### config.mk
export PLATFORM = sky130hd
export DESIGN_NAME = pulse_gen_core
export DESIGN_NICKNAME = d
export VERILOG_FILES = /design/src/rtl/pulse_gen_core.sv
export SDC_FILE = /design/constraint.sdc
export NUM_CORES = 1
export LEC_CHECK = 0
export ABC_AREA = 0
export CELL_PAD_IN_SITES_DETAIL_PLACEMENT = 2
export CELL_PAD_IN_SITES_GLOBAL_PLACEMENT = 2
export CORE_ASPECT_RATIO = 1.1
export CORE_MARGIN = 3
export CORE_UTILIZATION = 37
export CTS_CLUSTER_DIAMETER = 50
export DETAILED_ROUTE_END_ITERATION = 10
export GPL_ROUTABILITY_DRIVEN = 0
export PLACE_DENSITY = 0.88
export SLEW_MARGIN = 20
export SYNTH_ARGS = -nofsm -noshare
export SYNTH_HDL_FRONTEND = slang
export SYNTH_SLANG_ARGS = --single-unit
### constraint.sdc
create_clock -name clk_i -period 4.3 [get_ports clk_i]
set_input_delay 1.29 -clock clk_i [delete_from_list [all_inputs] [get_ports clk_i]]
set_output_delay 1.29 -clock clk_i [all_outputs]
set_load 0.1 [all_outputs]
### src/rtl/pulse_gen_core.sv
// pulse_gen_core: programmable pulse-train source.
// The period and high time are counted in clk_i cycles.
// New settings go into a one-deep shadow register. They become active only while idle or on
// the wrap cycle of a running period, so a period is never cut short or glitched.
// Optional feature: define PULSE_GEN_BURST_EN to enable burst mode. A burst runs a fixed number
// of periods and then stops. Without the macro the generator always runs continuously.
module pulse_gen_core #(
  parameter int PERIOD_WIDTH = 16,
  parameter int BURST_WIDTH  = 8
) (
  input  logic                    clk_i,
  input  logic                    arstn_i,
  input  logic                    cfg_valid_i,
  output logic                    cfg_ready_o,
  input  logic [PERIOD_WIDTH-1:0] cfg_period_i,
  input  logic [PERIOD_WIDTH-1:0] cfg_high_i,
  input  logic [BURST_WIDTH-1:0]  cfg_burst_i,
  input  logic                    enable_i,
  output logic                    pulse_o,
  output logic                    busy_o,
  output logic                    done_o
);

  typedef enum logic [1:0] {
    IDLE = 2'd0,
    HIGH = 2'd1,
    LOW  = 2'd2
  } state_e;

  localparam logic [PERIOD_WIDTH-1:0] MinPeriod = PERIOD_WIDTH'(2);
  localparam logic [PERIOD_WIDTH-1:0] One       = PERIOD_WIDTH'(1);

  state_e                  state_q;
  logic [PERIOD_WIDTH-1:0] cnt_q;
  logic [PERIOD_WIDTH-1:0] period_q;
  logic [PERIOD_WIDTH-1:0] high_q;
  logic                    pulse_q;
  logic                    done_q;

  logic                    shadowFull_q;
  logic                    shadowFull_d;
  logic [PERIOD_WIDTH-1:0] shadowPeriod_q;
  logic [PERIOD_WIDTH-1:0] shadowHigh_q;

  logic                    accept;
  logic                    drain;
  logic                    wrap;
  logic                    startRun;
  logic                    stopRun;
  logic [PERIOD_WIDTH-1:0] loadPeriod;
  logic [PERIOD_WIDTH-1:0] loadHigh;
  logic [PERIOD_WIDTH-1:0] effHigh;

`ifdef PULSE_GEN_BURST_EN
  logic [BURST_WIDTH-1:0]  shadowBurst_q;
  logic [BURST_WIDTH-1:0]  burst_q;
  logic [BURST_WIDTH-1:0]  burstCnt_q;
  logic [BURST_WIDTH-1:0]  effBurst;
  logic                    burstDone;
  logic                    block_q;
`else
  logic                    unusedBurst;
  assign unusedBurst = ^cfg_burst_i;
`endif

  // Clamp the shadow values as they would land in the active registers; pick the config the next period uses
  always_comb begin
    loadPeriod = (shadowPeriod_q < MinPeriod) ? MinPeriod : shadowPeriod_q;
    loadHigh   = (shadowHigh_q >= loadPeriod) ? (loadPeriod - One) : shadowHigh_q;
    effHigh    = shadowFull_q ? loadHigh : high_q;
  end

  assign wrap   = (state_q == LOW) && (cnt_q == (period_q - One));
  assign drain  = shadowFull_q && ((state_q == IDLE) || wrap);
  assign accept = cfg_valid_i && !shadowFull_q;

`ifdef PULSE_GEN_BURST_EN
  assign effBurst  = shadowFull_q ? shadowBurst_q : burst_q;
  assign burstDone = (effBurst != '0) && (burstCnt_q >= (effBurst - BURST_WIDTH'(1)));
  assign stopRun   = !enable_i || burstDone;
  assign startRun  = enable_i && !block_q;
`else
  assign stopRun   = !enable_i;
  assign startRun  = enable_i;
`endif

  // Shadow occupancy: an accepted beat fills it, a transfer to the active set empties it
  always_comb begin
    shadowFull_d = shadowFull_q;
    if (accept) begin
      shadowFull_d = 1'b1;
    end else if (drain) begin
      shadowFull_d = 1'b0;
    end
  end

  // Shadow register capture on valid & ready
  always_ff @(posedge clk_i or negedge arstn_i) begin
    if (!arstn_i) begin
      shadowFull_q   <= 1'b0;
      shadowPeriod_q <= '0;
      shadowHigh_q   <= '0;
`ifdef PULSE_GEN_BURST_EN
      shadowBurst_q  <= '0;
`endif
    end else begin
      shadowFull_q <= shadowFull_d;
      if (accept) begin
        shadowPeriod_q <= cfg_period_i;
        shadowHigh_q   <= cfg_high_i;
`ifdef PULSE_GEN_BURST_EN
        shadowBurst_q  <= cfg_burst_i;
`endif
      end
    end
  end

`ifdef PULSE_GEN_BURST_EN
  // Burst bookkeeping: periods completed in this run and the re-arm lockout after a finished burst
  always_ff @(posedge clk_i or negedge arstn_i) begin
    if (!arstn_i) begin
      burst_q    <= '0;
      burstCnt_q <= '0;
      block_q    <= 1'b0;
    end else begin
      if (drain) begin
        burst_q <= shadowBurst_q;
      end
      if ((state_q == IDLE) && startRun) begin
        burstCnt_q <= '0;
      end else if (wrap && !stopRun && (burstCnt_q != '1)) begin
        burstCnt_q <= burstCnt_q + BURST_WIDTH'(1);
      end
      if (wrap && burstDone && enable_i) begin
        block_q <= 1'b1;
      end else if ((state_q == IDLE) && !enable_i) begin
        block_q <= 1'b0;
      end
    end
  end
`endif

  // Main FSM: the period counter, the active config load and the registered pulse/done outputs
  always_ff @(posedge clk_i or negedge arstn_i) begin
    if (!arstn_i) begin
      state_q  <= IDLE;
      cnt_q    <= '0;
      period_q <= MinPeriod;
      high_q   <= One;
      pulse_q  <= 1'b0;
      done_q   <= 1'b0;
    end else begin
      pulse_q <= (state_q == HIGH);
      done_q  <= 1'b0;
      if (drain) begin
        period_q <= loadPeriod;
        high_q   <= loadHigh;
      end
      case (state_q)
        IDLE: begin
          if (startRun) begin
            cnt_q   <= '0;
            state_q <= (effHigh == '0) ? LOW : HIGH;
          end
        end
        HIGH: begin
          cnt_q <= cnt_q + One;
          if (cnt_q == (high_q - One)) begin
            state_q <= LOW;
          end
        end
        LOW: begin
          if (wrap) begin
            cnt_q <= '0;
            if (stopRun) begin
              state_q <= IDLE;
              done_q  <= 1'b1;
            end else begin
              state_q <= (effHigh == '0) ? LOW : HIGH;
            end
          end else begin
            cnt_q <= cnt_q + One;
          end
        end
        default: begin
          state_q <= IDLE;
          cnt_q   <= '0;
        end
      endcase
    end
  end

  assign pulse_o     = pulse_q;
  assign done_o      = done_q;
  assign busy_o      = (state_q != IDLE);
  assign cfg_ready_o = !shadowFull_q;

endmodule

==> impl_metrics.py <==
metrics = {
    "timing": {
        "hold_ws_ps": 534,
        "max_freq_mhz": 247,
        "rsz0062_at_grt": "no",
        "setup_viol": 0,
        "min_period_ps": 4050,
        "hold_viol_final": 0,
        "slew_headroom_pct": 33.7,
        "finClkSkew_ps": 8.59,
        "worstMarginPinSlew_ps": 994,
        "tns_ps": 0,
        "setup_slack_ps": 249,
        "period_share_pct": 94.2,
        "slew_violations": 0,
    },
    "final_layout": {
        "drive_above_1_share_pct": 14.7,
        "final_cell_area_mm2": 0.00674,
        "final_core_util_pct": 44.1,
        "fin_cells": 857,
        "fill_cells": 1655,
        "syn_to_final_growth_pct": 14.4,
        "final_nets": 724,
        "diodes": 0,
    },
    "yosys": {
        "synth.distinct_cells": 70,
        "yosysSeqAreaShare_pct": 36.2,
        "async_flop_share_pct": 100,
        "synthAdderAreaFrac_pct": 5.10,
        "ys.warnings.count": 0,
        "synth-edff-count": 0,
        "yosys.area_share.simple_pct": 19.1,
        "synth_top_family_by_area": "simple AND/OR/NAND/NOR gates",
        "synthTopCellsByArea": "dfrtp_1 35%, mux2_4 6.4%, xnor2_1 5.4%",
        "synth_area_mm2": 0.00589,
        "ys_ff_latch": 85,
        "yosysTopAreaCell": "dfrtp_1",
        "syn_avg_cell_area_um2": 9.28,
        "synth_top_cell_area_share_pct": 35.3,
        "yosysMostFrequentCell": "dfrtp_1",
        "syn_inst": 634,
        "syn_nets": 702,
        "synth_ff_type": "dfrtp_1",
        "synth_mux_area_share_pct": 12.6,
        "synth_compound_area_share_pct": 14.8,
        "synth_common_cells": "83 x dfrtp_1, 70 x nand2_1, 41 x o21ai_0, 38 x nor2_1, 36 x xnor2_1",
        "synth_xor_xnor_area_share_pct": 6.99,
    },
    "place": {
        "placed_area_mm2": 0.00642,
        "hpwl_um": 14600,
        "numPortBuffers": 39,
        "dp_cells": 840,
        "preCtsSetupSlack_ps": 312,
    },
    "critical_path": {
        "critPathMaxFanout": 4,
        "cp_slowest_cell": "or4_1",
        "max_stage_delay_ps": 580,
        "path_buf_inv": 2,
        "cp_top_family": "compound AO/OA/AOI/OAI gates",
        "cp-startpoint": "shadowPeriod_q[14]",
        "cp-start-kind": "flip-flop",
        "worstPathArrival_ps": 4310,
        "end_kind": "flip-flop",
        "crit_chain": "or4_1 > nand4b_1 > o21ai_1 > inv_1 > ha_1 > nor2_1 > a21oi_1 > o41a_1 > o21ai_0 > nand2_1 > o311ai_0 > buf_4 > a41oi_1 > o31ai_1",
        "required_ps": 4560,
        "path_class": "flip-flop to flip-flop",
        "reg2reg_from": "shadowPeriod_q[14]",
    },
    "clock_network": {
        "clockBufferDepth": 2,
        "clock-root-buffer": "clkbuf_16",
        "clk_latency_ps": 350,
        "clkSlewWorstSetupHoldPaths_ps": 70,
        "cts_tree": "done",
        "cts_htree_levels": 3,
        "cts_inserted_buffers": 9,
        "cts_sinks": 85,
    },
    "die": {
        "dieArea_mm2": 0.0175,
        "rows": 47,
        "fp.dieH_um": 138,
        "core-area_mm2": 0.0153,
        "chipWidth_um": 126,
        "initial_core_util_pct": 38.5,
        "ios": 48,
    },
    "global_routing": {
        "use_met3_pct": 4.09,
        "grt_pass1_vias": 5720,
        "grt_first_pass_wirelength_um": 32000,
        "grt_max_degree": 75,
        "antenna_found_initial": 0,
        "busiest_layer": "met2",
        "grt.met2_usage_pct": 40.7,
        "gr-total-overflow": 0,
        "gr-usage-all-layers_pct": 23.1,
        "grtUsageMet1_pct": 27.5,
    },
    "detailed_routing": {
        "wl_per_cell_um": 23.1,
        "finalWirelength_um": 19800,
        "drtPass1Iterations": 4,
        "via_per_inst": 5.87,
        "ant_nets": 0,
        "first_iter_violations": 240,
        "vias": 5033,
        "drc_errors": 0,
    },
    "worst_hold_path": {
        "hold_start": "shadowPeriod_q[10]",
        "hp-class": "flip-flop to flip-flop",
    },
    "power_and_ir_drop": {
        "p_per_area_mw_per_mm2": 828,
        "fin_total_pwr_mw": 5.58,
        "p_leak_nw": 2.71,
        "ir_drop_uv": 324,
    },
    "status": {
        "outcome": "complete, no violations",
    },
    "run": {
        "drv_cap": 0,
    },
}
[per-layer routing]
metal,vias to the layer above,wire length [µm],part of all wire (%)
met5,-,0,0
met4,0,665,3.4
met3,43,592,3.0
met2,96,10300,52
met1,2556,8230,42
li1,2338,-,-
[worst paths after layout]
kind                                 to  slack, ps  depth (start not counted)
setup / recovery             state_q[1]        250                         14
hold / removal             period_q[10]        530                          1
setup reg to reg             state_q[1]        250                         14
hold reg to reg            period_q[10]        530                          1
max in group asynchronous        done_o       2460                          2
min in group asynchronous     cnt_q[15]       1060                          1
[power by group]
| part | leakage [nW] | internal [mW] | switching, mW |
|---|---|---|---|
| Sequential | 1.05 | 1.14 | 0.517 |
| Clock | 0.149 | 0.460 | 0.372 |
| Combinational | 1.51 | 1.31 | 1.77 |
[state kept, by name (all words and copies together) (netlist names)]
| name | cells |
|---|---|
| cnt_q | 16 |
| shadowFull_q | 1 |
| pulse_o | 1 |
| state_q | 2 |
| shadowHigh_q | 16 |
| period_q | 16 |
| shadowPeriod_q | 16 |
| high_q | 16 |
| done_o | 1 |
[placed cells by master, fill, tap and decap left out, types with 11 or more instances in the layout]
cell             netlist  layout
dfrtp_1               83      83
mux2_4                25      25
xor2_1                11      11
nor3_1                16      16
o21ai_0               41      41
nand2_1               70      70
nor4_1                17      16
clkdlybuf4s50_1        0      36
xnor2_1               36      36
nand3_1               18      18
a21oi_1               22      22
o211ai_1              15      15
mux2i_1               11      11
mux2_2                23      23
inv_1                 33      33
ha_1                  24      24
nor2_1                38      38
[logic make-up (layout without fill, tap and decap cells)]
group	after synthesis	in the layout
and+or+nand+nor	220	220
AOI/OAI and AO/OA	129	129
DFF	85	85
buffers and inverters	70	97
muxes	59	59
xor gates and xnor gates	47	47
adders and majority gates	24	24
[layout make-up]
type                    count  area [µm²]  area share, %
clock buffers               9         225           3.34
clock inverters             7        80.1           1.19
inverters                  34         128           1.89
multi-input cells         479        3470           51.6
flip-flops and latches     85        2130           31.6
well taps                 196         245           3.64
repair buffers             47         455           6.76
[repair_timing]
action,CTS,global route
setup endpoints to repair,0,6
hold buffers,0,0
resized for setup,0,1
setup buffers,0,1
Note: power is estimated with default switching activity, not from simulation.
